### src/rtl/display_scan_if.sv
// Bundle between the game/menu logic and the seven-segment scan driver.
// The master supplies patterns, load strobes and display controls; the
// slave (display_scan) drives the segment/select pins and the frame tick.
interface display_scan_if #(
    parameter int DIGITS = 8,
    parameter int SEG_W  = 7
);
    logic                      enable;
    logic [DIGITS*SEG_W-1:0]   seg_in;
    logic                      load;
    logic [DIGITS-1:0]         blink_mask;
    logic [3:0]                brightness;
    logic [SEG_W-1:0]          displayout;
    logic [DIGITS-1:0]         selector;
    logic                      frame_tick;

    modport master (
        output enable, seg_in, load, blink_mask, brightness,
        input  displayout, selector, frame_tick
    );

    modport slave (
        input  enable, seg_in, load, blink_mask, brightness,
        output displayout, selector, frame_tick
    );
endinterface

### src/rtl/display_scan.sv
// Multiplexed seven-segment scan driver: DIGITS common-select digits, each
// owning a DIV-cycle slot that opens with BLANK dead cycles, followed by a
// brightness-scaled lit window.  Segment data is double buffered and swapped
// only at the frame boundary so a frame never mixes old and new patterns.
module display_scan #(
    parameter int DIGITS         = 8,
    parameter int SEG_W          = 7,
    parameter int DIV            = 1350,
    parameter int BLANK          = 8,
    parameter int BLINK_DIV      = 64,
    parameter bit SEG_ACTIVE_LOW = 1'b1,
    parameter bit SEL_ACTIVE_LOW = 1'b0
) (
    input  logic           clk,
    input  logic           rst_n,
    display_scan_if.slave  bus
);

    localparam int SLOT_W = $clog2(DIV);
    localparam int DIG_W  = $clog2(DIGITS);
    localparam int FRM_W  = $clog2(BLINK_DIV + 1);
    localparam int ON_W   = SLOT_W + 1;
    localparam int PROD_W = SLOT_W + 5;

    localparam logic [SLOT_W-1:0] SLOT_LAST  = SLOT_W'(DIV - 1);
    localparam logic [SLOT_W-1:0] BLANK_S    = SLOT_W'(BLANK);
    localparam logic [DIG_W-1:0]  DIGIT_LAST = DIG_W'(DIGITS - 1);
    localparam logic [FRM_W-1:0]  FRM_LAST   = FRM_W'(BLINK_DIV - 1);
    localparam logic [PROD_W-1:0] LIT_SPAN   = PROD_W'(DIV - BLANK);
    localparam logic [SEG_W-1:0]  SEG_OFF    = {SEG_W{SEG_ACTIVE_LOW}};
    localparam logic [DIGITS-1:0] SEL_OFF    = {DIGITS{SEL_ACTIVE_LOW}};

    // Scan state
    logic [SLOT_W-1:0]         slot_cnt_reg;
    logic [DIG_W-1:0]          digit_reg;
    logic [FRM_W-1:0]          frame_cnt_reg;
    logic                      blink_phase_reg;
    logic [ON_W-1:0]           on_len_reg;

    // Frame buffers
    logic [DIGITS*SEG_W-1:0]   shadow_reg;
    logic [DIGITS*SEG_W-1:0]   active_reg;

    // Registered pin drive
    logic [SEG_W-1:0]          displayout_reg;
    logic [DIGITS-1:0]         selector_reg;
    logic                      frame_tick_reg;

    // Decoded views of the current scan position
    logic [PROD_W-1:0]         on_prod;
    logic [ON_W-1:0]           on_len_new;
    logic [ON_W-1:0]           on_len_cur;
    logic [ON_W-1:0]           slot_rel;
    logic                      in_window;
    logic                      blinked;
    logic                      lit;
    logic                      slot_wrap;
    logic                      frame_end;
    logic [SEG_W-1:0]          digit_seg [DIGITS];
    logic [DIGITS-1:0]         digit_onehot;

    // Per-digit views: active pattern slice and select decode
    genvar gi;
    generate
        for (gi = 0; gi < DIGITS; gi++) begin : g_digit
            assign digit_seg[gi]    = active_reg[gi*SEG_W +: SEG_W];
            assign digit_onehot[gi] = (digit_reg == DIG_W'(gi));
        end
    endgenerate

    // Lit length for the slot: product kept at full width so brightness 15
    // yields exactly DIV-BLANK cycles.  At slot 0 the freshly computed value
    // is used directly, so the window is correct even with BLANK = 0.
    assign on_prod    = LIT_SPAN * PROD_W'({1'b0, bus.brightness} + 5'd1);
    assign on_len_new = ON_W'(on_prod >> 4);
    assign on_len_cur = (slot_cnt_reg == '0) ? on_len_new : on_len_reg;

    assign slot_rel   = ON_W'(slot_cnt_reg) - ON_W'(BLANK_S);
    assign in_window  = (slot_cnt_reg >= BLANK_S) && (slot_rel < on_len_cur);
    assign blinked    = blink_phase_reg && bus.blink_mask[digit_reg];
    assign lit        = in_window && !blinked;

    assign slot_wrap  = (slot_cnt_reg == SLOT_LAST);
    assign frame_end  = slot_wrap && (digit_reg == DIGIT_LAST);

    // Slot/digit/frame counters, blink phase and per-slot brightness latch
    always_ff @(posedge clk or negedge rst_n) begin
        if (!rst_n) begin
            slot_cnt_reg    <= '0;
            digit_reg       <= '0;
            frame_cnt_reg   <= '0;
            blink_phase_reg <= 1'b0;
            on_len_reg      <= '0;
        end else if (!bus.enable) begin
            slot_cnt_reg    <= '0;
            digit_reg       <= '0;
            frame_cnt_reg   <= '0;
            blink_phase_reg <= 1'b0;
        end else begin
            slot_cnt_reg <= slot_wrap ? '0 : slot_cnt_reg + SLOT_W'(1);
            if (slot_wrap) begin
                digit_reg <= (digit_reg == DIGIT_LAST) ? '0 : digit_reg + DIG_W'(1);
            end
            if (frame_end) begin
                if (frame_cnt_reg == FRM_LAST) begin
                    frame_cnt_reg   <= '0;
                    blink_phase_reg <= ~blink_phase_reg;
                end else begin
                    frame_cnt_reg   <= frame_cnt_reg + FRM_W'(1);
                end
            end
            if (slot_cnt_reg == '0) begin
                on_len_reg <= on_len_new;
            end
        end
    end

    // Shadow loads on any cycle; active swaps only at the frame boundary,
    // taking a coincident load directly so it is not lost for a frame
    always_ff @(posedge clk or negedge rst_n) begin
        if (!rst_n) begin
            shadow_reg <= '0;
            active_reg <= '0;
        end else begin
            if (bus.load) begin
                shadow_reg <= bus.seg_in;
            end
            if (bus.enable && frame_end) begin
                active_reg <= bus.load ? bus.seg_in : shadow_reg;
            end
        end
    end

    // Registered pin drive derived from the current scan position
    always_ff @(posedge clk or negedge rst_n) begin
        if (!rst_n) begin
            selector_reg   <= SEL_OFF;
            displayout_reg <= SEG_OFF;
            frame_tick_reg <= 1'b0;
        end else if (!bus.enable) begin
            selector_reg   <= SEL_OFF;
            displayout_reg <= SEG_OFF;
            frame_tick_reg <= 1'b0;
        end else begin
            selector_reg   <= lit ? (digit_onehot ^ SEL_OFF) : SEL_OFF;
            displayout_reg <= lit ? (digit_seg[digit_reg] ^ SEG_OFF) : SEG_OFF;
            frame_tick_reg <= frame_end;
        end
    end

    assign bus.selector   = selector_reg;
    assign bus.displayout = displayout_reg;
    assign bus.frame_tick = frame_tick_reg;

endmodule

### src/flat_wrapper.sv
// flat-port wrapper written by rule: the top's interface ports become plain ports
module display_scan_flat 
#(
    parameter int DIGITS         = 8,
    parameter int SEG_W          = 7,
    parameter int DIV            = 1350,
    parameter int BLANK          = 8,
    parameter int BLINK_DIV      = 64,
    parameter bit SEG_ACTIVE_LOW = 1'b1,
    parameter bit SEL_ACTIVE_LOW = 1'b0
)
  (clk, rst_n, bus_enable, bus_seg_in, bus_load, bus_blink_mask, bus_brightness, bus_displayout, bus_selector, bus_frame_tick);
  display_scan_if #(.DIGITS(DIGITS), .SEG_W(SEG_W)) bus_i ();
  input  logic clk;
  input  logic rst_n;
  input wire logic [$bits(bus_i.enable)-1:0] bus_enable;
  input wire logic [$bits(bus_i.seg_in)-1:0] bus_seg_in;
  input wire logic [$bits(bus_i.load)-1:0] bus_load;
  input wire logic [$bits(bus_i.blink_mask)-1:0] bus_blink_mask;
  input wire logic [$bits(bus_i.brightness)-1:0] bus_brightness;
  output wire logic [$bits(bus_i.displayout)-1:0] bus_displayout;
  output wire logic [$bits(bus_i.selector)-1:0] bus_selector;
  output wire logic [$bits(bus_i.frame_tick)-1:0] bus_frame_tick;
  assign bus_i.enable = bus_enable;
  assign bus_i.seg_in = bus_seg_in;
  assign bus_i.load = bus_load;
  assign bus_i.blink_mask = bus_blink_mask;
  assign bus_i.brightness = bus_brightness;
  assign bus_displayout = bus_i.displayout;
  assign bus_selector = bus_i.selector;
  assign bus_frame_tick = bus_i.frame_tick;
  display_scan #(.DIGITS(DIGITS), .SEG_W(SEG_W), .DIV(DIV), .BLANK(BLANK), .BLINK_DIV(BLINK_DIV), .SEG_ACTIVE_LOW(SEG_ACTIVE_LOW), .SEL_ACTIVE_LOW(SEL_ACTIVE_LOW)) u_core (.clk(clk), .rst_n(rst_n), .bus(bus_i));
endmodule
### config.mk
export PLATFORM = sky130hd
export DESIGN_NAME = display_scan_flat
export DESIGN_NICKNAME = d
export VERILOG_FILES = /design/src/rtl/display_scan_if.sv /design/src/rtl/display_scan.sv /design/src/flat_wrapper.sv
export SDC_FILE = /design/constraint.sdc
export NUM_CORES = 1
export LEC_CHECK = 0
export ABC_AREA = 0
export CAP_MARGIN = 10
export CORE_UTILIZATION = 64
export CTS_BUF_LIST = sky130_fd_sc_hd__clkbuf_4
export CTS_CLUSTER_SIZE = 12
export DETAILED_ROUTE_END_ITERATION = 10
export HOLD_SLACK_MARGIN = 0.02
export PLACE_DENSITY = 0.95
export RECOVER_POWER = 50
export SYNTH_ARGS = -nofsm -noshare
export SYNTH_HDL_FRONTEND = slang
export SYNTH_SLANG_ARGS = --single-unit
### constraint.sdc
create_clock -name clk -period 7.3 [get_ports clk]
set_input_delay 0.73 -clock clk [delete_from_list [all_inputs] [get_ports clk]]
set_output_delay 0.73 -clock clk [all_outputs]
set_load 0.01 [all_outputs]
==> flow_summary.toml <==
[die]
ios = 88
die_h_um = 117
dieArea_um2 = 13700
die_w_um = 117
row_count = 41
core_area_um2 = 12800
start_util = 0.662

[synthesis]
synth_edf_count = 0
synth-main-ff-cell = "dfrtp_1"
ys_seq_elements = 162
synth.distinct_cells = 55
avgSynthCellArea_um2 = 12.3
synthCells = 688
synth-seq-area-share = 0.481
mappedNetlistArea_um2 = 8450
synth_warnings = 0
synthesis.nets = 820
async_reset_ff_frac = 1.00

[drt]
ant_nets = 0
detail_route.wl_per_cell_um = 19.6
drt_iter0_drc = 438
drc = 0
dr.pass1.iters = 5
viasPerCell = 6.01
wl_um = 18600
vias = 5693

[clock_network]
post_cts_buffers = 0
path_clk_slew_ns = 0.13
htree_levels = 4
clockRootBuffer = "clkbuf_4"
cts_tree = "yes"
numCtsBuffers = 17
holdBufCountCts = 0
clock_latency_ns = 0.60
clock_path_buffers = 2
clock_sinks = 162
cts-resized-gates = 0

[critical_path]
cp-start-kind = "input pin"
critPathKind = "input pin to flip-flop"
max_stage_delay_ns = 0.66
r2r_start = "u_core.slot_cnt_reg[5]"
rr_worst_depth = 11
reg2reg_slack_ns = 3.03
crit_chain = "clkdlybuf4s50_1, nand3_1, xnor2_1, inv_1, fa_1, fa_1, fa_1, inv_1, ha_1, a211oi_1, o21ai_0, o21ai_0, mux2i_1, o21ai_0, ha_1, nand4_1, or3_1, a311o_1, o2111a_2, and3_1"
crit_fanout = 15
r2r-end = "u_core.bus.selector[6]"
cp.required_ns = 7.79
critPathSlowestCell = "fa_1"
cp.arrival_ns = 6.99
crit_family = "adder cells"
crit_buf_inv = 3
cp-end-kind = "flip-flop"

[global_routing]
first_global_vias = 6091
gr-usage-all-layers = 0.301
grt_max_degree = 90
grt_overflow = 0
grt_pass1_wl_um = 30300
antenna_found_initial = 0

[finish]
final_cell_mix = "155 x dfrtp_1, 84 x clkdlybuf4s50_1, 75 x mux2_2"
fin_util = 0.762
area_delta_synth_final_pct = 15.1
diodes = 0
register_area_um2 = 4060
multiInputGateArea_um2 = 4130
num-fill-cells = 736
mostFrequentLayoutCell = "dfrtp_1"
drive_gt1_frac = 0.184
finalNetCount = 897

[timing]
setup_viol = 0
finalCritPeriodShare = 0.891
slew_headroom = -2.15
fmax_mhz = 154
worstMarginPinSlew_ns = 4.73
hold_violations = 0
rsz0062_at_grt = "false"
finalWorstSetupSlack_ns = 0.796
fin_crit_ns = 6.50
tns_ns = 0
fin_skew_ns = 0.0201
slew_viol_final = 222

[power]
max-vdd-ir-drop_mv = 0.152
power.density_nw_per_um2 = 218
power.leakage_nw = 4.57
power_w = 0.00212

[run]
cap_violations = 3

[worst_hold_path]
hold_path_depth = 1
hold_start = "u_core.shadow_reg[11]"
hp-class = "flip-flop to flip-flop"
hold_end = "u_core.shadow_reg[11]"

[outcome]
status = "finished with violations"
failed_checks = "capacitance limit, slew limit"

[placement]
io_buffers = 87
place_hpwl_um = 13400
dp_slack_ns = 0.168
place_congestion = 0.902
## metrics by stage
stage          hold WS, ns  cells  cell area [µm²]
2_1_floorplan        0.434    688             8450
3_3_place_gp         0.472    918             9430
3_5_place_dp         0.483    918             9430
4_1_cts              0.197    948             9740
5_1_grt              0.524    948             9730
6_report             0.497    948             9730
## cells by family after synthesis
family                   after synthesis  share of synthesized area
AND/OR/NAND/NOR                      166                     0.0975
flip-flops                           162                      0.481
multiplexers                         148                      0.216
buffers and inverters                 65                     0.0312
AO/OA/AOI/OAI                         61                     0.0505
adder cells (fa/ha/maj)               60                     0.0968
XOR/XNOR                              26                     0.0269
## worst register-to-register path, stage by stage (launching register included)
cell and delay (ns):
dfrtp_1 0.51, or4_1 0.68, nor3_2 0.86, and3_1 0.26
mux2i_1 0.08, o311a_1 0.15, ha_1 0.28, nand4_1 0.13
or3_1 0.40, a311o_1 0.33, o2111a_2 0.26, and3_1 0.22
## power by group
group          leakage [nW]  total, W  internal [W]  switching [W]
clock                 0.164  0.000597      0.000275       0.000323
combinational          2.31  0.000534      0.000248       0.000286
sequential             2.09  0.000986      0.000958      0.0000277
## metal layers
metal	up-vias	GRT usage	wire (µm)
li1	2584	-	-
met2	178	0.518	9610
met5	-	0	0
met4	0	0.111	554
met3	50	0.0834	1030
met1	2881	0.364	7400
## cell type report
type,count,share of cell area
tap,172,0.0221
clock inverter,12,0.0186
multi-input combinational,461,0.424
timing repair buffer,92,0.0916
clock buffer,18,0.0139
sequential,162,0.418
inverter,31,0.0120
## synthesized netlist by cell type, types with 2 or more instances
library cell  number  area, µm²
inv_1             31        116
a211oi_1           4       30.0
mux4_2            16        360
and2_1             8       50.1
nand2b_1           4       25.0
o21a_1             4       30.0
xor2_1             9       78.8
a21o_1             6       45.0
or3_1              8       50.1
o311ai_1           2       17.5
nor2b_1            2       12.5
and4_1             3       26.3
buf_2              4       20.0
mux2_2           117       1320
or4_1              3       22.5
nand2_1           61        229
a21oi_1           15       75.1
o311a_1            3       30.0
buf_1              2       7.51
nand3_1           11       55.1
dfrtp_1          155       3880
and3_1            14       87.6
ha_1              51        638
or2_2              5       31.3
mux2i_1           14        140
o21ai_0           10       50.1
dfstp_2            7        184
nor2_1            26       97.6
buf_6              2       22.5
o31ai_1            2       15.0
nor4_1             4       25.0
fa_1               9        180
clkbuf_1          26       97.6
nor3_1             5       25.0
xnor2_1           17        149
nor3b_1            4       30.0
nand4_1            5       31.3
o211ai_1           2       15.0
## worst max-delay path by stage
stage	end	slack (ns)	cells after the start	from
CTS	u_core.bus.selector[6]	0.79	20	bus_brightness[0]
floorplan	u_core.bus.selector[6]	1.16	20	bus_brightness[0]
detailed placement	u_core.bus.selector[6]	0.17	20	bus_brightness[0]
finish	u_core.bus.selector[6]	0.80	20	bus_brightness[0]
global route	u_core.bus.selector[2]	0.38	20	bus_brightness[0]
global placement	u_core.bus.selector[6]	0.37	20	bus_brightness[0]
Note: power is estimated with default switching activity, not from simulation.
